===== config.mk =====
export PLATFORM = sky130hd
export DESIGN_NAME = uart_tx_feeder_flat
export DESIGN_NICKNAME = d
export VERILOG_FILES = /design/src/rtl/uart_pkg.sv /design/src/rtl/uart_if.sv /design/src/rtl/sync_fifo.sv /design/src/rtl/uart_tx_feeder.sv /design/src/flat_wrapper.sv
export SDC_FILE = /design/constraint.sdc
export NUM_CORES = 1
export LEC_CHECK = 0
export ABC_AREA = 0
export CAP_MARGIN = 30
export CORE_ASPECT_RATIO = 1.1
export CORE_MARGIN = 2
export CORE_UTILIZATION = 45
export CTS_CLUSTER_DIAMETER = 60
export DETAILED_ROUTE_END_ITERATION = 8
export PLACE_DENSITY = 0.7
export SLEW_MARGIN = 15
export SYNTH_ARGS = -nofsm -noshare
export SYNTH_HDL_FRONTEND = slang
export SYNTH_SLANG_ARGS = --single-unit

===== constraint.sdc =====
create_clock -name clk -period 3.9 [get_ports clk]
set_input_delay 0.39 -clock clk [delete_from_list [all_inputs] [get_ports clk]]
set_output_delay 0.39 -clock clk [all_outputs]
set_load 0.02 [all_outputs]

===== src/rtl/uart_pkg.sv =====
// Shared definitions for the UART transmit path: data width and feeder FSM states.
package uart_pkg;

    localparam int UART_DATA_W = 8;

    typedef enum logic [1:0] {
        IDLE,
        LAUNCH,
        WAIT_DONE
    } tx_feed_state_t;

endpackage


===== src/rtl/uart_if.sv =====
// Handshake between the byte feeder (master) and the UART transmitter (slave).
interface uart_if;
    import uart_pkg::*;

    logic                   tx_start;
    logic [UART_DATA_W-1:0] tx_data;
    logic                   tx_done;

    modport master (
        output tx_start,
        output tx_data,
        input  tx_done
    );

    modport slave (
        input  tx_start,
        input  tx_data,
        output tx_done
    );

endinterface


===== src/rtl/sync_fifo.sv =====
// Circular-buffer FIFO with a separate level counter and a registered read port.
// pop_data updates only on an accepted pop, so it holds the last popped word.
module sync_fifo #(
    parameter int WIDTH = 8,
    parameter int DEPTH = 16
) (
    input  logic                   clk,
    input  logic                   rst_n,
    input  logic                   push,
    input  logic [WIDTH-1:0]       push_data,
    input  logic                   pop,
    output logic [WIDTH-1:0]       pop_data,
    output logic                   full,
    output logic                   empty,
    output logic [$clog2(DEPTH):0] level
);

    localparam int AW = $clog2(DEPTH);
    localparam int LW = $clog2(DEPTH) + 1;

    logic [WIDTH-1:0] mem [DEPTH];
    logic [AW-1:0]    wr_ptr_reg;
    logic [AW-1:0]    rd_ptr_reg;
    logic [LW-1:0]    level_reg;
    logic [WIDTH-1:0] rd_data_reg;
    logic             push_ok;
    logic             pop_ok;

    // A full FIFO refuses a push even when a pop frees a slot in the same cycle.
    assign push_ok = push && !full;
    assign pop_ok  = pop && !empty;

    assign full     = (level_reg == LW'(DEPTH));
    assign empty    = (level_reg == '0);
    assign level    = level_reg;
    assign pop_data = rd_data_reg;

    always_ff @(posedge clk) begin
        if (push_ok) begin
            mem[wr_ptr_reg] <= push_data;
        end
    end

    always_ff @(posedge clk or negedge rst_n) begin
        if (!rst_n) begin
            wr_ptr_reg  <= '0;
            rd_ptr_reg  <= '0;
            level_reg   <= '0;
            rd_data_reg <= '0;
        end else begin
            if (push_ok) begin
                wr_ptr_reg <= wr_ptr_reg + AW'(1);
            end
            if (pop_ok) begin
                rd_ptr_reg  <= rd_ptr_reg + AW'(1);
                rd_data_reg <= mem[rd_ptr_reg];
            end
            case ({push_ok, pop_ok})
                2'b10:   level_reg <= level_reg + LW'(1);
                2'b01:   level_reg <= level_reg - LW'(1);
                default: level_reg <= level_reg;
            endcase
        end
    end

endmodule


===== src/rtl/uart_tx_feeder.sv =====
// Queues bytes from the register block and launches them one at a time into a UART
// transmitter, with a completion timeout and sticky overflow/timeout flags.
module uart_tx_feeder
    import uart_pkg::*;
#(
    parameter int DEPTH   = 16,
    parameter int TIMEOUT = 1_048_575
) (
    input  logic                   clk,
    input  logic                   rst_n,
    input  logic                   wr_en,
    input  logic [UART_DATA_W-1:0] wr_data,
    input  logic                   enable,
    input  logic                   ovf_clr,
    output logic                   full,
    output logic                   empty,
    output logic [$clog2(DEPTH):0] level,
    output logic                   busy,
    output logic                   overflow,
    output logic                   timeout,
    uart_if.master                 tx
);

    localparam int CW = $clog2(TIMEOUT + 1);

    tx_feed_state_t state_reg;
    tx_feed_state_t state_next;
    logic [CW-1:0]  wait_cnt_reg;
    logic [CW-1:0]  wait_cnt_next;
    logic           pop;
    logic           timeout_set;
    logic           overflow_set;
    logic           overflow_reg;
    logic           timeout_reg;

    // The FIFO's held read register is the transmitter's data bus directly.
    sync_fifo #(
        .WIDTH (UART_DATA_W),
        .DEPTH (DEPTH)
    ) u_fifo (
        .clk       (clk),
        .rst_n     (rst_n),
        .push      (wr_en),
        .push_data (wr_data),
        .pop       (pop),
        .pop_data  (tx.tx_data),
        .full      (full),
        .empty     (empty),
        .level     (level)
    );

    always_comb begin
        state_next    = state_reg;
        wait_cnt_next = wait_cnt_reg;
        pop           = 1'b0;
        timeout_set   = 1'b0;
        case (state_reg)
            IDLE: begin
                if (enable && !empty) begin
                    pop        = 1'b1;
                    state_next = LAUNCH;
                end
            end
            LAUNCH: begin
                wait_cnt_next = '0;
                state_next    = WAIT_DONE;
            end
            WAIT_DONE: begin
                if (tx.tx_done) begin
                    state_next = IDLE;
                end else begin
                    // Counts waited cycles; reaching TIMEOUT means the frame is abandoned.
                    wait_cnt_next = (wait_cnt_reg == CW'(TIMEOUT)) ? wait_cnt_reg
                                                                   : wait_cnt_reg + CW'(1);
                    if (wait_cnt_next == CW'(TIMEOUT)) begin
                        timeout_set = 1'b1;
                        state_next  = IDLE;
                    end
                end
            end
            default: state_next = IDLE;
        endcase
    end

    always_ff @(posedge clk or negedge rst_n) begin
        if (!rst_n) begin
            state_reg    <= IDLE;
            wait_cnt_reg <= '0;
        end else begin
            state_reg    <= state_next;
            wait_cnt_reg <= wait_cnt_next;
        end
    end

    assign overflow_set = wr_en && full;

    // A set event outranks a clear arriving in the same cycle.
    always_ff @(posedge clk or negedge rst_n) begin
        if (!rst_n) begin
            overflow_reg <= 1'b0;
            timeout_reg  <= 1'b0;
        end else begin
            if (overflow_set) begin
                overflow_reg <= 1'b1;
            end else if (ovf_clr) begin
                overflow_reg <= 1'b0;
            end
            if (timeout_set) begin
                timeout_reg <= 1'b1;
            end else if (ovf_clr) begin
                timeout_reg <= 1'b0;
            end
        end
    end

    assign tx.tx_start = (state_reg == LAUNCH);
    assign busy        = (state_reg != IDLE);
    assign overflow    = overflow_reg;
    assign timeout     = timeout_reg;

endmodule


===== src/flat_wrapper.sv =====
// flat-port wrapper written by rule: the top's interface ports become plain ports
module uart_tx_feeder_flat import uart_pkg::*;
#(
    parameter int DEPTH   = 16,
    parameter int TIMEOUT = 1_048_575
)
  (clk, rst_n, wr_en, wr_data, enable, ovf_clr, full, empty, level, busy, overflow, timeout, tx_tx_start, tx_tx_data, tx_tx_done);
  uart_if tx_i ();
  input  logic clk;
  input  logic rst_n;
  input  logic wr_en;
  input  logic [UART_DATA_W-1:0] wr_data;
  input  logic enable;
  input  logic ovf_clr;
  output logic full;
  output logic empty;
  output logic [$clog2(DEPTH):0] level;
  output logic busy;
  output logic overflow;
  output logic timeout;
  output wire logic [$bits(tx_i.tx_start)-1:0] tx_tx_start;
  output wire logic [$bits(tx_i.tx_data)-1:0] tx_tx_data;
  input wire logic [$bits(tx_i.tx_done)-1:0] tx_tx_done;
  assign tx_tx_start = tx_i.tx_start;
  assign tx_tx_data = tx_i.tx_data;
  assign tx_i.tx_done = tx_tx_done;
  uart_tx_feeder #(.DEPTH(DEPTH), .TIMEOUT(TIMEOUT)) u_core (.clk(clk), .rst_n(rst_n), .wr_en(wr_en), .wr_data(wr_data), .enable(enable), .ovf_clr(ovf_clr), .full(full), .empty(empty), .level(level), .busy(busy), .overflow(overflow), .timeout(timeout), .tx(tx_i));
endmodule

Yosys cells after proc, flatten, opt, wreduce, memory -nomap -nowiden
Memory sizes are Yosys's and may differ from the RTL's. A register that Yosys moved wholly into a read port is not among the register bits.
Cells that the tools add are included.

cells by class
  mux-type cells = 18
  reductions and logical operators = 16
  equality and inequality tests = 10
  shifts and indexed selects = 0
  divide/modulo/power cells = 0
  $add $sub $neg = 5
  bitwise operators = 0
  multipliers = 0
  order comparisons = 0

operator list
  cell                                                    number
  == test 20 bit (second input constant)                  2
  2-to-1 mux 20 bit                                       2
  case mux 20 bit (2 select lines)                        1
  adder 20 x 1 -> 20 bit (second input constant)          1
  2-to-1 mux 1 bit                                        10
  case mux 5 bit (2 select lines)                         1
  nonzero test 2 bit                                      5
  adder 4 x 1 -> 4 bit (second input constant)            2
  2-to-1 mux 2 bit                                        3
  case mux 2 bit (3 select lines)                         1
  adder 5 x 1 -> 5 bit (second input constant)            1
  == test 5 bit (second input constant)                   1
  logical NOT 5 bit                                       1
  subtractor 5 x 1 -> 5 bit (second input constant)       1
  == test 2 x 1 -> 1 bit (second input constant)          2
  == test 2 bit (second input constant)                   2
  logical AND 1 bit                                       4
  AND reduction 2 bit                                     2
  logical NOT 1 bit                                       3
  inequality test 3 x 2 -> 1 bit (second input constant)  1
  logical NOT 2 bit                                       1
  inequality test 2 x 1 -> 1 bit (second input constant)  1
  inequality test 2 bit (second input constant)           1

storage, ports and cells
  memory bits (writable) = 128
  memories = 1
  ROM bits = 0
  register bits = 37
  bits in latches = 0

memory list
  memory             words  bits a word  read ports  clocked after Yosys merged registers in  write ports  line             source
  u_core.u_fifo.mem  16     8            1           1                                        1            sync_fifo.sv:21  logic [WIDTH-1:0] mem [DEPTH];

Depth between registers and ports, before layout
Gate-level depths: netlist (run 1).

  depth after elaboration = 8
  depth in mapped cells = 14
  mapped depth without buffers = 13

Cells and area by module
From an unflattened synthesis (run 1), not the netlist that was laid out.

second synthesis, totals
  cells, all modules = 502
  area total of the unflattened synthesis = 7,567.3 um^2

modules (own cells, without submodules)
  module          times used  cells an instance  seq. area each (um^2)  area an instance (um^2)
  sync_fifo       1           316                4,369.2                5,934.4
  uart_tx_feeder  1           186                600.6                  1,632.8

Worst setup path after synthesis (run 1)
No wires, ideal clock.

  path type = register to register
  start point = register u_core.u_fifo.level_reg[0], in the netlist u_core.u_fifo.level[0]
  end point = register u_core.u_fifo.level_reg[4], in the netlist u_core.u_fifo.level[4]
  data arrival time = 2.950 ns
  data required time = 3.768 ns
  slack = 0.817 ns
  cell stages (with the launch flop) = 15
  buffers on the path = 1
  cells stage by stage = dfrtp_1 -> nor4_1 -> nor2b_1 -> or3b_2 -> inv_1 -> clkbuf_1 -> ha_1 -> inv_1 -> fa_1 -> inv_1 -> a21o_1 -> a21oi_1 -> xnor2_1 -> nor2_1 -> xor2_1

on the way
  longest elaborated chain between the ends = 8
  elaborated cells between the ends (all ways) = 15
  those cells by class = add/sub (2); eq/ne (3); mux (3); reduce/logical (7)

ends and longest elaborated chain
  item                                                                   line                                   source
  start, declared                                                        sync_fifo.sv:24                        logic [LW-1:0] level_reg;
  start signal, assigned                                                 sync_fifo.sv:59                        2'b10: level_reg <= level_reg + LW'(1);
  start signal, assigned                                                 sync_fifo.sv:60                        2'b01: level_reg <= level_reg - LW'(1);
  start signal, assigned                                                 sync_fifo.sv:61                        default: level_reg <= level_reg;
  logical NOT 5 bit *                                                    sync_fifo.sv:34                        assign empty = (level_reg == '0);
  named net empty                                                        flat_wrapper.sv:16                     output logic empty;
  logical NOT 1 bit *                                                    sync_fifo.sv:31, uart_tx_feeder.sv:59
  logical AND 1 bit                                                      uart_tx_feeder.sv:59                   if (enable && !empty) begin
  2-to-1 mux 1 bit                                                       uart_tx_feeder.sv:59
  2-to-1 mux 1 bit                                                       uart_tx_feeder.sv:57                   case (state_reg)
  logical AND 1 bit *                                                    sync_fifo.sv:31                        assign pop_ok = pop && !empty;
  named net u_core.u_fifo.pop_ok                                         sync_fifo.sv:27                        logic pop_ok;
  == test 2 x 1 -> 1 bit or == test 2 bit (tied branches)                sync_fifo.sv:58                        case ({push_ok, pop_ok})
  case mux 5 bit (2 select lines) or nonzero test 2 bit (tied branches)  --

Mark *: on every way through the listed nets, which the timed path passes. The rest lies on a longest branch.
A chain may end at the register's enable or synchronous reset.

Worst setup path in the final report (run 1)
  start point = register u_core.u_fifo.level_reg[0], in the netlist u_core.u_fifo.level[0]
  end point = register u_core.u_fifo.level_reg[4], in the netlist u_core.u_fifo.level[4]

on the way
  longest elaborated chain between the ends = 8
  elaborated cells between the ends (all ways) = 15
  those cells by class = add/sub (2); eq/ne (3); mux (3); reduce/logical (7)

ends and longest elaborated chain
  item                                                                   line
  logical NOT 5 bit                                                      sync_fifo.sv:34
  logical NOT 1 bit                                                      sync_fifo.sv:31, uart_tx_feeder.sv:59
  logical AND 1 bit                                                      uart_tx_feeder.sv:59
  2-to-1 mux 1 bit                                                       uart_tx_feeder.sv:59
  2-to-1 mux 1 bit                                                       uart_tx_feeder.sv:57
  logical AND 1 bit                                                      sync_fifo.sv:31
  == test 2 x 1 -> 1 bit or == test 2 bit (tied branches)                sync_fifo.sv:58
  case mux 5 bit (2 select lines) or nonzero test 2 bit (tied branches)  --

Several ways; a longest one is shown, not always the timed one.

==> results of run 1 <==
stage by stage:
step	power, mW	setup WS, ns	utilization [%]	cell area, um2
after global placement	4.20	0.871	48.9	7970
after detailed placement	4.25	0.791	49.0	7990
after global routing	6.28	0.570	53.1	8660
after floorplan	3.68	0.817	-	7480
after CTS	6.05	0.764	53.0	8650
final	5.99	0.832	53.1	8660
cell usage after synthesis (all sizes together) (6+ instances only):
cell,n
dfrtp,45
nor3,8
nand2,54
o21ai,23
xnor2,10
nor2,26
nand3,10
mux4,40
a21oi,17
inv,15
buf,13
clkbuf,13
ha,10
edfxtp,128
nand4,11
a31oi,6
critical path: stages, from the launching register on:
cell	delay [ns]
dfrtp_1	0.43
nor4_1	0.36
nor2b_1	0.37
or3b_2	0.36
inv_1	0.13
ha_1	0.26
inv_1	0.11
fa_1	0.22
inv_1	0.05
a21o_1	0.15
a21oi_1	0.17
xnor2_1	0.13
nor2_1	0.06
xor2_1	0.14
power groups by stage:
stage                     Sequential, mW  Clock [mW]  Combinational [mW]
after CTS                           2.59        1.82                1.63
final                               2.58        1.80                1.62
after detailed placement            2.63           0                1.62
after floorplan                     2.46           0                1.21
after global routing                2.63        1.89                1.75
after global placement              2.61           0                1.59
placed cells by master (no fill, tap or decap), types with 15 or more instances in the layout:
master	instances
nor2_1	26
dfrtp_1	43
clkbuf_16	17
mux4_2	40
o21ai_0	23
nand2_1	54
a21oi_1	17
inv_1	15
edfxtp_1	128
clkdlybuf4s50_1	31
area by class of cell:
type,instances,area share [%]
flip-flops and latches,173,57.4
clock buffers,17,4.91
well taps,204,2.95
repair buffers,41,4.74
multi-input cells,273,26.7
inverters,16,0.694
clock inverters,15,2.54
cell families (layout without fill, tap and decap cells):
group / after synthesis / after routing
AO/OA/AOI/OAI: 68 / 68
buffers and inverters: 42 / 89
flip-flops: 173 / 173
multiplexers: 44 / 44
XOR/XNOR: 13 / 13
AND/OR/NAND/NOR: 137 / 137
adder cells (fa/ha/maj): 11 / 11
worst paths after layout:
| kind | start | end | slack (ns) | cells past startpoint |
|---|---|---|---|---|
| min in group clk | u_core.u_fifo.pop_data[3]$_DFFE_PN0P_ | u_core.u_fifo.pop_data[3]$_DFFE_PN0P_ | 0.48 | 2 |
| max | u_core.u_fifo.level[0]$_DFFE_PN0P_ | u_core.u_fifo.level[4]$_DFFE_PN0P_ | 0.83 | 13 |
| max in group asynchronous | rst_n | u_core.u_fifo.rd_ptr_reg[0]$_DFFE_PN0P_ | 2.90 | 3 |
| min | rst_n | u_core.wait_cnt_reg[8]$_DFFE_PN0P_ | 0.47 | 2 |
| min reg2reg | u_core.u_fifo.pop_data[3]$_DFFE_PN0P_ | u_core.u_fifo.pop_data[3]$_DFFE_PN0P_ | 0.48 | 2 |
| max reg2reg | u_core.u_fifo.level[0]$_DFFE_PN0P_ | u_core.u_fifo.level[4]$_DFFE_PN0P_ | 0.83 | 13 |
layer usage:
metal	global-route usage, %	part of all wire (%)	vias up
met5	0	0	-
met4	6.82	2.1	0
met3	4.40	5.5	24
met2	30.3	51	143
met1	24.2	42	2234
li1	-	-	1947
==> impl_summary.txt, run 1 <==
----------------------------------------------------
[Status]
  Status ... finished, final reports clean

[Power and ir drop]
  Proportion of total power due to net switching ... between 30% and 40%
  Register share of total power ... between 40% and 50%
  Leak Pwr ... just over 3 nW
  VDD IR-drop max ... ~0.36 mV
  Power per standard cell area ... about 690 mW/mm2
  Combinational fraction of design power ... 27.0%
  NetSw ... ~1.9 mW
  Cell Int Power ... just over 4 mW
  Proportion of power drawn by the clock network ... between 30% and 40%

[Global route]
  Maximum number of pins on one net before global-route repair ... 36
  Initial antenna violation count ... 0
  Grt ovf ... 0
  Vias in the first global route ... ~4500
  Global Route Usage Sum ... roughly 19%
  Global-route wire length before repair ... 24600 um

[Drt]
  DRT iter0 DRCs ... between 300 and 400
  Average wire length per cell after detail routing ... between 20 and 25 um
  Remaining design rule violation count ... 0
  Final wirelength ... roughly 15000 um
  Overall via count from detail_route ... around 4300
  Via-to-Cell Ratio ... between 5 and 6
  First-pass iteration count of the detailed router ... 4
  Remaining antenna violation count ... 0

[Yosys]
  Number of distinct library cells after synthesis ... 57
  Post-synth design cell area ... roughly 0.0075 mm2
  Share of the synthesized area in the top cell type ... 51.4%
  Simple-gate portion of the synthesized area ... just over 9%
  Share of synthesized flip-flops with an asynchronous set or reset ... a little over a quarter
  Seq cells post-synth ... 173
  Xor and xnor area share after synthesis ... 1.52%
  Synthesized-area fraction occupied by ao, oa, aoi and oai cells ... around 5.7%
  Warning count from the yosys run ... 0
  Biggest area consumer among synthesized cells ... edfxtp_1
  Dominant combinational cell family by area after synthesis ... multiplexers
  Area contributors post-synth ... edfxtp_1 51%, dfrtp_1 15%, mux4_2 12%, nand2_1 2.7%, ha_1 1.7%
  Multiplexer share of the synthesized area ... between 10% and 20%
  Instance count of the mapped netlist ... between 400 and 500
  Sequential fraction of the synthesis area ... 66.5%
  Mean instance size in the synthesized netlist ... about 15 um2
  Number of enable flip-flop cells after synthesis ... between 100 and 150
  Adder-cell share of the synthesized area ... approximately 1.9%
  Post-synthesis net count ... ~500
  Most instantiated flip-flop cell in the synthesis netlist ... edfxtp_1

[Cells and area]
  Final instance count without filler cells ... ~740
  Combined flip-flop and latch cell area ... roughly 0.005 mm2
  Total Nets Final ... 547
  Flip-flop count of the largest register after layout ... roughly 130
  Area growth syn-to-layout ... 15.7%
  Multi-input combinational cell area ... approximately 0.0023 mm2
  Antenna Cells ... 0
  Proportion of layout cells with a drive suffix above 1 ... 18.5%
  Number of fill cells ... roughly 1300

[Clock network]
  Clock tree from TritonCTS ... done
  Count of cells resized by post-cts repair ... 0
  Buffers inserted during post-CTS setup optimization ... 0
  CTS clock-pin slew for the worst setup and hold paths ... around 0.07 ns
  Clock root buffer ... clkbuf_16
  Number of CTS-inserted buffers ... 17
  Worst-skew pair later-pin latency ... 0.44 ns
  Hold-fix buffers at CTS ... 1
  H-Tree Depth ... 4
  Buffers from clock root to sink, at most ... 2
  Number of sinks handled by clock tree synthesis ... around 170

[Setup path]
  Worst setup SP type ... flip-flop
  Max Fanout on Critical Path ... 12
  Critical Path Sink Type ... flip-flop
  Signal arrival time at the worst endpoint ... 3.39 ns
  Crit Path Category ... reg2reg
  Data required, critical path ... approximately 4.2 ns

[Floorplan]
  Core Region ... around 0.016 mm2
  DIE HEIGHT ... 139 um
  Number of placed I/O pins ... 33
  Horizontal die dimension ... 127 um
  Effective utilization at floorplan ... between 40% and 50%
  Full die area ... roughly 0.018 mm2
  Number of rows created at floorplan ... 49

[Timing]
  Headroom to the max-slew limit ... 40.4%
  Max Clock Freq ... about 330 MHz
  Final worst path period need ... a little over 3 ns
  Number of setup violations in the final report ... 0
  Clk_skew ... roughly 0.013 ns
  Final worst path period share ... 78.7%
  Final-report max-slew violation count ... 0
  Total count of hold-check failures in the final report ... 0
  Worst hold margin ... 0.474 ns
  RSZ-0062 raised after global routing ... false
  Slew at the pin closest to its max-slew limit ... around 0.89 ns
  Setup TNS ... 0 ns

[Place]
  Estimated wirelength of the detail-placed design ... approximately 10000 um
  Global placement routability congestion ... between 0.8 and 0.9
  Buffers on Ports ... 32
  Cells after DPL ... roughly 710

[Flow run]
  Max-capacitance violation count ... 0

[Worst hold path]
  Hold Path Class ... in2async

----------------------------------------------------
Power figures use the tool's default switching activity.
==> inputs of run 2 (changes only) <==
clock period = 3 ns   (was 3.9 ns; I/O delays follow)
==> run 2 against run 1 <==
  * Clock skew fell by 0.0012 ns
  * Register-to-register slack got worse by 0.65 ns
  * Critical endpoint unchanged
  * Total power grew 28%
  * Critical path depth stayed put
  * Sequential cell count stayed put
==> impl_summary.txt, run 2 (synthesis gave the netlist of run 1 again) <==
----------------------------------------------------
[Status]
  Status ... finished, final reports clean

[Clock network]
  Buffers from clock root to sink, at most ... 2
  Buffers inserted during post-CTS setup optimization ... 0
  CTS clock-pin slew for the worst setup and hold paths ... approximately 0.08 ns
  Worst-skew pair later-pin latency ... between 0.4 and 0.5 ns
  Number of CTS-inserted buffers ... 17
  Number of sinks handled by clock tree synthesis ... roughly 170
  Clock tree from TritonCTS ... done
  Clock root buffer ... clkbuf_16
  H-Tree Depth ... 4

[Global route]
  Grt ovf ... 0
  Global-route wire length before repair ... 25000 um
  Global Route Usage Sum ... about a fifth
  Vias in the first global route ... ~4500
  Maximum number of pins on one net before global-route repair ... 36
  Initial antenna violation count ... 0

[Setup path]
  Length in cells of the worst reg-to-reg path ... 13
  Most used cell, CP ... inv_1
  Critical path cell sequence ... nor4_1 -> nor2b_2 -> or3b_2 -> inv_1 -> ha_1 -> inv_1 -> fa_1 -> inv_1 -> a21o_1 -> a21oi_1 -> xnor2_1 -> nor2_1 -> xor2_1
  Top cell family by delay on the critical path ... simple AND/OR/NAND/NOR gates
  Max Fanout on Critical Path ... 4
  Capturing point of the worst reg2reg path ... u_core.u_fifo.level[4]$_DFFE_PN0P_
  Signal arrival time at the worst endpoint ... 3.13 ns
  Crit Path Category ... reg2reg
  Critical Path Sink Type ... flip-flop
  Worst path slowest cell ... or3b_2
  Critical path's largest stage delay ... between 0.4 and 0.5 ns
  Worst setup SP type ... flip-flop
  Worst Path Buf+Inv ... 3
  Reg-to-Reg Start ... u_core.u_fifo.level[2]$_DFFE_PN0P_
  R2R Setup Slk ... 0.18 ns
  Data required, critical path ... about 3.3 ns

[Power and ir drop]
  VDD IR-drop max ... 0.480 mV
  Total power consumption of the routed design ... roughly 7.7 mW
  NetSw ... ~2.5 mW
  Leak Pwr ... about 3.1 nW
  Cell Int Power ... approximately 5.2 mW
  Power per standard cell area ... a little under 900 mW/mm2
  Combinational fraction of design power ... roughly 30%
  Register share of total power ... 41.3%
  Proportion of total power due to net switching ... between 30% and 40%
  Proportion of power drawn by the clock network ... between 20 and 30%

[Cells and area]
  Antenna Cells ... 0
  Total Nets Final ... 562
  Number of fill cells ... 1275
  Area growth syn-to-layout ... 16.6%
  Top library cells by usage in the layout, fill and taps aside ... 128 x edfxtp_1, 54 x nand2_1, 44 x dfrtp_1
  Multi-input combinational cell area ... approximately 0.0023 mm2
  Proportion of layout cells with a drive suffix above 1 ... approximately 21%
  Most frequent standard cell in the layout excluding fill and tap cells ... edfxtp_1
  Combined flip-flop and latch cell area ... 0.00497 mm2
  Final cell utilization of the core ... 53.5%
  Flip-flop count of the largest register after layout ... 128

[Drt]
  Via-to-Cell Ratio ... ~5.8
  Final wirelength ... 15300 um
  Remaining antenna violation count ... 0
  Average wire length per cell after detail routing ... 20.3 um
  First-pass iteration count of the detailed router ... 5
  Remaining design rule violation count ... 0
  Overall via count from detail_route ... about 4400
  DRT iter0 DRCs ... ~470

[Worst hold path]
  Hold Path Class ... in2async

[Timing]
  Headroom to the max-slew limit ... between 50 and 60%
  Final worst path period share ... between 90% and 100%
  Clk_skew ... 0.0121 ns
  Total count of hold-check failures in the final report ... 0
  Worst hold margin ... around 0.38 ns
  Slew at the pin closest to its max-slew limit ... about 0.74 ns
  RSZ-0062 raised after global routing ... false
  Final-report max-slew violation count ... 0
  Final worst path period need ... approximately 2.8 ns
  Max Clock Freq ... between 300 and 400 MHz
  Setup TNS ... 0 ns
  Number of setup violations in the final report ... 0

[Floorplan]
  Number of rows created at floorplan ... a little under 50
  Full die area ... around 0.018 mm2
  DIE HEIGHT ... approximately 140 um
  Core Region ... 0.0163 mm2
  Number of placed I/O pins ... 33
  Effective utilization at floorplan ... 45.9%
  Horizontal die dimension ... between 100 and 150 um

[Place]
  Global placement routability congestion ... between 0.9 and 1
  Buffers on Ports ... 32
  Estimated wirelength of the detail-placed design ... 10200 um

[Flow run]
  Max-capacitance violation count ... 0

----------------------------------------------------
run 2: changes by cell type in the layout (fill, tap and decap cells not counted):
cell       delta
bufinv_16     -2
nor2b_2       +1
dfrtp_2       -1
buf_4        +15
inv_8         +2
clkbuf_1      +1
clkinv_8      -1
clkinv_4      +1
dfrtp_1       +1
nor2b_1       -1
inv_6         -1
run 2: worst reg2reg max path, cell delays in order, from the launching register on:
cell and delay [ns]:
dfrtp_1 0.41, nor4_1 0.09, nor2b_2 0.18, or3b_2 0.49
inv_1 0.14, ha_1 0.25, inv_1 0.10, fa_1 0.41
inv_1 0.07, a21o_1 0.11, a21oi_1 0.08, xnor2_1 0.15
nor2_1 0.07, xor2_1 0.14
run 2: cell type report:
cell class                 count  share of cell area [%]
inverter                      16                   0.689
clock inverter                14                    1.91
clock buffer                  18                    4.92
tap                          204                    2.93
multi-input combinational    273                    26.5
sequential                   173                    57.0
timing repair buffer          56                    6.00
run 2: how the worst max path moves through the flow:
stage	start	to	slack, ns	depth (start not counted)
finish	u_core.u_fifo.level[2]$_DFFE_PN0P_	u_core.u_fifo.level[4]$_DFFE_PN0P_	0.18	13
global route	u_core.u_fifo.level[2]$_DFFE_PN0P_	u_core.u_fifo.level[4]$_DFFE_PN0P_	0.009	13
CTS	u_core.u_fifo.level[1]$_DFFE_PN0P_	u_core.u_fifo.level[4]$_DFFE_PN0P_	0.1	13
detailed placement	u_core.u_fifo.level[1]$_DFFE_PN0P_	u_core.u_fifo.level[4]$_DFFE_PN0P_	0.11	13
global placement	enable	u_core.u_fifo.level[4]$_DFFE_PN0P_	0.22	12
floorplan	u_core.u_fifo.level[0]$_DFFE_PN0P_	u_core.u_fifo.level[4]$_DFFE_PN0P_	0.03	12
run 2: timing repair:
item                                   in CTS  in global routing
gates resized for setup                     0                  1
hold buffers                                1                  0
endpoints found under the hold margin      20                  0
setup endpoints to repair                   0                  1
run 2: power by group through the flow:
stage          combinational [mW]  sequential [mW]  clock [mW]
2_1_floorplan                1.58             3.20           0
3_3_place_gp                 2.28             3.19           0
3_5_place_dp                 2.35             3.22           0
4_1_cts                      2.37             3.18        2.21
5_1_grt                      2.56             3.22        2.30
6_report                     2.33             3.17        2.17
run 2: per-layer routing:
layer  track usage (%)  share of wire, %  up-vias
met3              3.97               4.4       22
met2              31.3                52      120
met4              6.07               1.5        0
li1                  -                 -     1979
met5                 0                 0        -
met1              24.3                42     2250
run 2: through the flow:
stage / std cells / area (um2) / setup WS (ns)
2_1_floorplan: 488 / 7480 / 0.0253
3_3_place_gp: 720 / 8090 / 0.218
3_5_place_dp: 721 / 8110 / 0.110
4_1_cts: 754 / 8720 / 0.0993
5_1_grt: 754 / 8720 / 0.00913
6_report: 754 / 8720 / 0.179
==> inputs of run 3 (changes only) <==
CAP_MARGIN = 10   (was 30)
==> run 3 against run 2 <==
  * Final cell count shrank 0.13%
  * Via count is 0.62% higher
  * First-iteration DRC count is 5.7% lower
  * Total power rose by 1.3%
  * Sequential share of layout area is 0.090 points lower
  * Critical endpoint unchanged
==> impl_summary.txt, run 3 (synthesis gave the netlist of run 1 again) <==
----------------------------------------------------
[Cells and area]
  Flip-flop count of the largest register after layout ... about 130
  Combined flip-flop and latch cell area ... between 0.004 and 0.005 mm2
  Antenna Cells ... 0
  Proportion of layout cells with a drive suffix above 1 ... 20.6%
  Total Nets Final ... 561
  Multi-input combinational cell area ... 0.00231 mm2
  Final cell utilization of the core ... 53.6%
  Area growth syn-to-layout ... 16.8%
  Number of fill cells ... roughly 1300
  Most frequent standard cell in the layout excluding fill and tap cells ... edfxtp_1
  Top library cells by usage in the layout, fill and taps aside ... 128 x edfxtp_1, 54 x nand2_1, 44 x dfrtp_1

[Timing]
  Slew at the pin closest to its max-slew limit ... ~0.70 ns
  Number of setup violations in the final report ... 0
  Setup TNS ... 0 ns
  RSZ-0062 raised after global routing ... false
  Final worst path period share ... a little over nine tenths
  Max Clock Freq ... approximately 350 MHz
  Clk_skew ... ~0.011 ns
  Final worst path period need ... roughly 2.9 ns
  Worst hold margin ... 0.419 ns
  Total count of hold-check failures in the final report ... 0
  Headroom to the max-slew limit ... between 50% and 60%
  Final-report max-slew violation count ... 0

[Floorplan]
  Number of rows created at floorplan ... ~50
  Number of placed I/O pins ... 33
  Horizontal die dimension ... ~130 um
  Core Region ... approximately 0.016 mm2
  Effective utilization at floorplan ... between 40% and 50%
  Full die area ... 0.0177 mm2
  DIE HEIGHT ... approximately 140 um

[Setup path]
  Crit Path Category ... reg2reg
  Critical Path Sink Type ... flip-flop
  Data required, critical path ... ~3.3 ns
  Worst setup SP type ... flip-flop
  Signal arrival time at the worst endpoint ... 3.18 ns
  Max Fanout on Critical Path ... 4

[Power and ir drop]
  Power per standard cell area ... just under 900 mW/mm2
  Leak Pwr ... 3.12 nW
  VDD IR-drop max ... between 0.5 and 0.6 mV

[Clock network]
  Buffers from clock root to sink, at most ... 2
  Number of CTS-inserted buffers ... 17
  H-Tree Depth ... 4
  Worst-skew pair later-pin latency ... approximately 0.44 ns
  Buffers inserted during post-CTS setup optimization ... 0
  Number of sinks handled by clock tree synthesis ... ~170
  CTS clock-pin slew for the worst setup and hold paths ... ~0.080 ns
  Clock root buffer ... clkbuf_16
  Clock tree from TritonCTS ... done

[Drt]
  Remaining antenna violation count ... 0
  Via-to-Cell Ratio ... roughly 6
  Average wire length per cell after detail routing ... approximately 20 um
  DRT iter0 DRCs ... ~450
  Overall via count from detail_route ... 4398
  Final wirelength ... 15400 um
  First-pass iteration count of the detailed router ... 5
  Remaining design rule violation count ... 0

[Worst hold path]
  Hold Path Class ... in2async

[Status]
  Status ... finished, final reports clean

[Global route]
  Global Route Usage Sum ... 18.5%
  Global-route wire length before repair ... ~25000 um
  Grt ovf ... 0
  Vias in the first global route ... about 4600
  Maximum number of pins on one net before global-route repair ... 46
  Initial antenna violation count ... 0

[Place]
  Global placement routability congestion ... 0.931
  Buffers on Ports ... 32
  Estimated wirelength of the detail-placed design ... between 10000 and 15000 um

[Flow run]
  Max-capacitance violation count ... 0

----------------------------------------------------
-- run 3: changes by cell type in the layout (fill, tap and decap cells not counted), sizes merged --
cell      before  now
inv           22   23
clkinvlp       1    0
clkinv         7    8
clkbuf        18   17
buf           24   23
-- run 3: metrics by stage --
step           cell area [um2]  instances  setup slack [ns]  power, mW
2_1_floorplan             7480        488            0.0253       4.78
3_3_place_gp              8090        720             0.218       5.47
3_5_place_dp              8090        720             0.122       5.56
4_1_cts                   8720        752            0.0998       7.84
5_1_grt                   8730        753            0.0217       8.16
6_report                  8730        753             0.136       7.77
-- run 3: where the power goes --
group	internal (mW)	switching, mW	total, mW
Clock	1.15	1.10	2.26
Combinational	1.14	1.20	2.34
Sequential	2.92	0.250	3.17
-- run 3: path summary, 6_finish.rpt --
check                      slack, ns                             startpoint  cells after the start                                       to
max reg2reg                     0.14     u_core.u_fifo.level[3]$_DFFE_PN0P_                     13       u_core.u_fifo.level[4]$_DFFE_PN0P_
max in group asynchronous       2.15                                  rst_n                      2  u_core.u_fifo.rd_ptr_reg[0]$_DFFE_PN0P_
max                             0.14     u_core.u_fifo.level[3]$_DFFE_PN0P_                     13       u_core.u_fifo.level[4]$_DFFE_PN0P_
min reg2reg                     0.49  u_core.u_fifo.pop_data[7]$_DFFE_PN0P_                      2    u_core.u_fifo.pop_data[7]$_DFFE_PN0P_
min                             0.42                                  rst_n                      2       u_core.wait_cnt_reg[8]$_DFFE_PN0P_
min in group clk                0.49  u_core.u_fifo.pop_data[7]$_DFFE_PN0P_                      2    u_core.u_fifo.pop_data[7]$_DFFE_PN0P_
-- run 3: area by class of cell --
type / instances / area share [%]
clock buffers: 17 / 4.87
clock inverters: 15 / 2.31
inverters: 16 / 0.688
multi-input cells: 273 / 26.5
flip-flops and latches: 173 / 56.9
well taps: 204 / 2.92
repair buffers: 55 / 5.79
-- run 3: what timing repair did --
item / 4_1_cts / 5_1_grt
resized for setup: 0 / 1
hold endpoints to repair: 0 / 45
hold buffers: 0 / 1
endpoints found under the setup margin: 0 / 1
-- run 3: worst max-delay path: stages, from the launching register on --
cell	delay (ns)
dfrtp_1	0.43
nor4_1	0.10
nor2b_2	0.19
or3b_2	0.49
inv_1	0.14
ha_1	0.25
inv_1	0.11
fa_1	0.41
inv_1	0.07
a21o_1	0.11
a21oi_1	0.08
xnor2_1	0.15
nor2_1	0.07
xor2_1	0.14
-- run 3: routing by layer --
layer	vias to the layer above	track usage, %	routed length, um
li1	1976	-	-
met1	2288	24.2	6530
met2	110	30.3	7900
met3	24	4.78	713
met4	0	6.25	266
met5	-	0	0
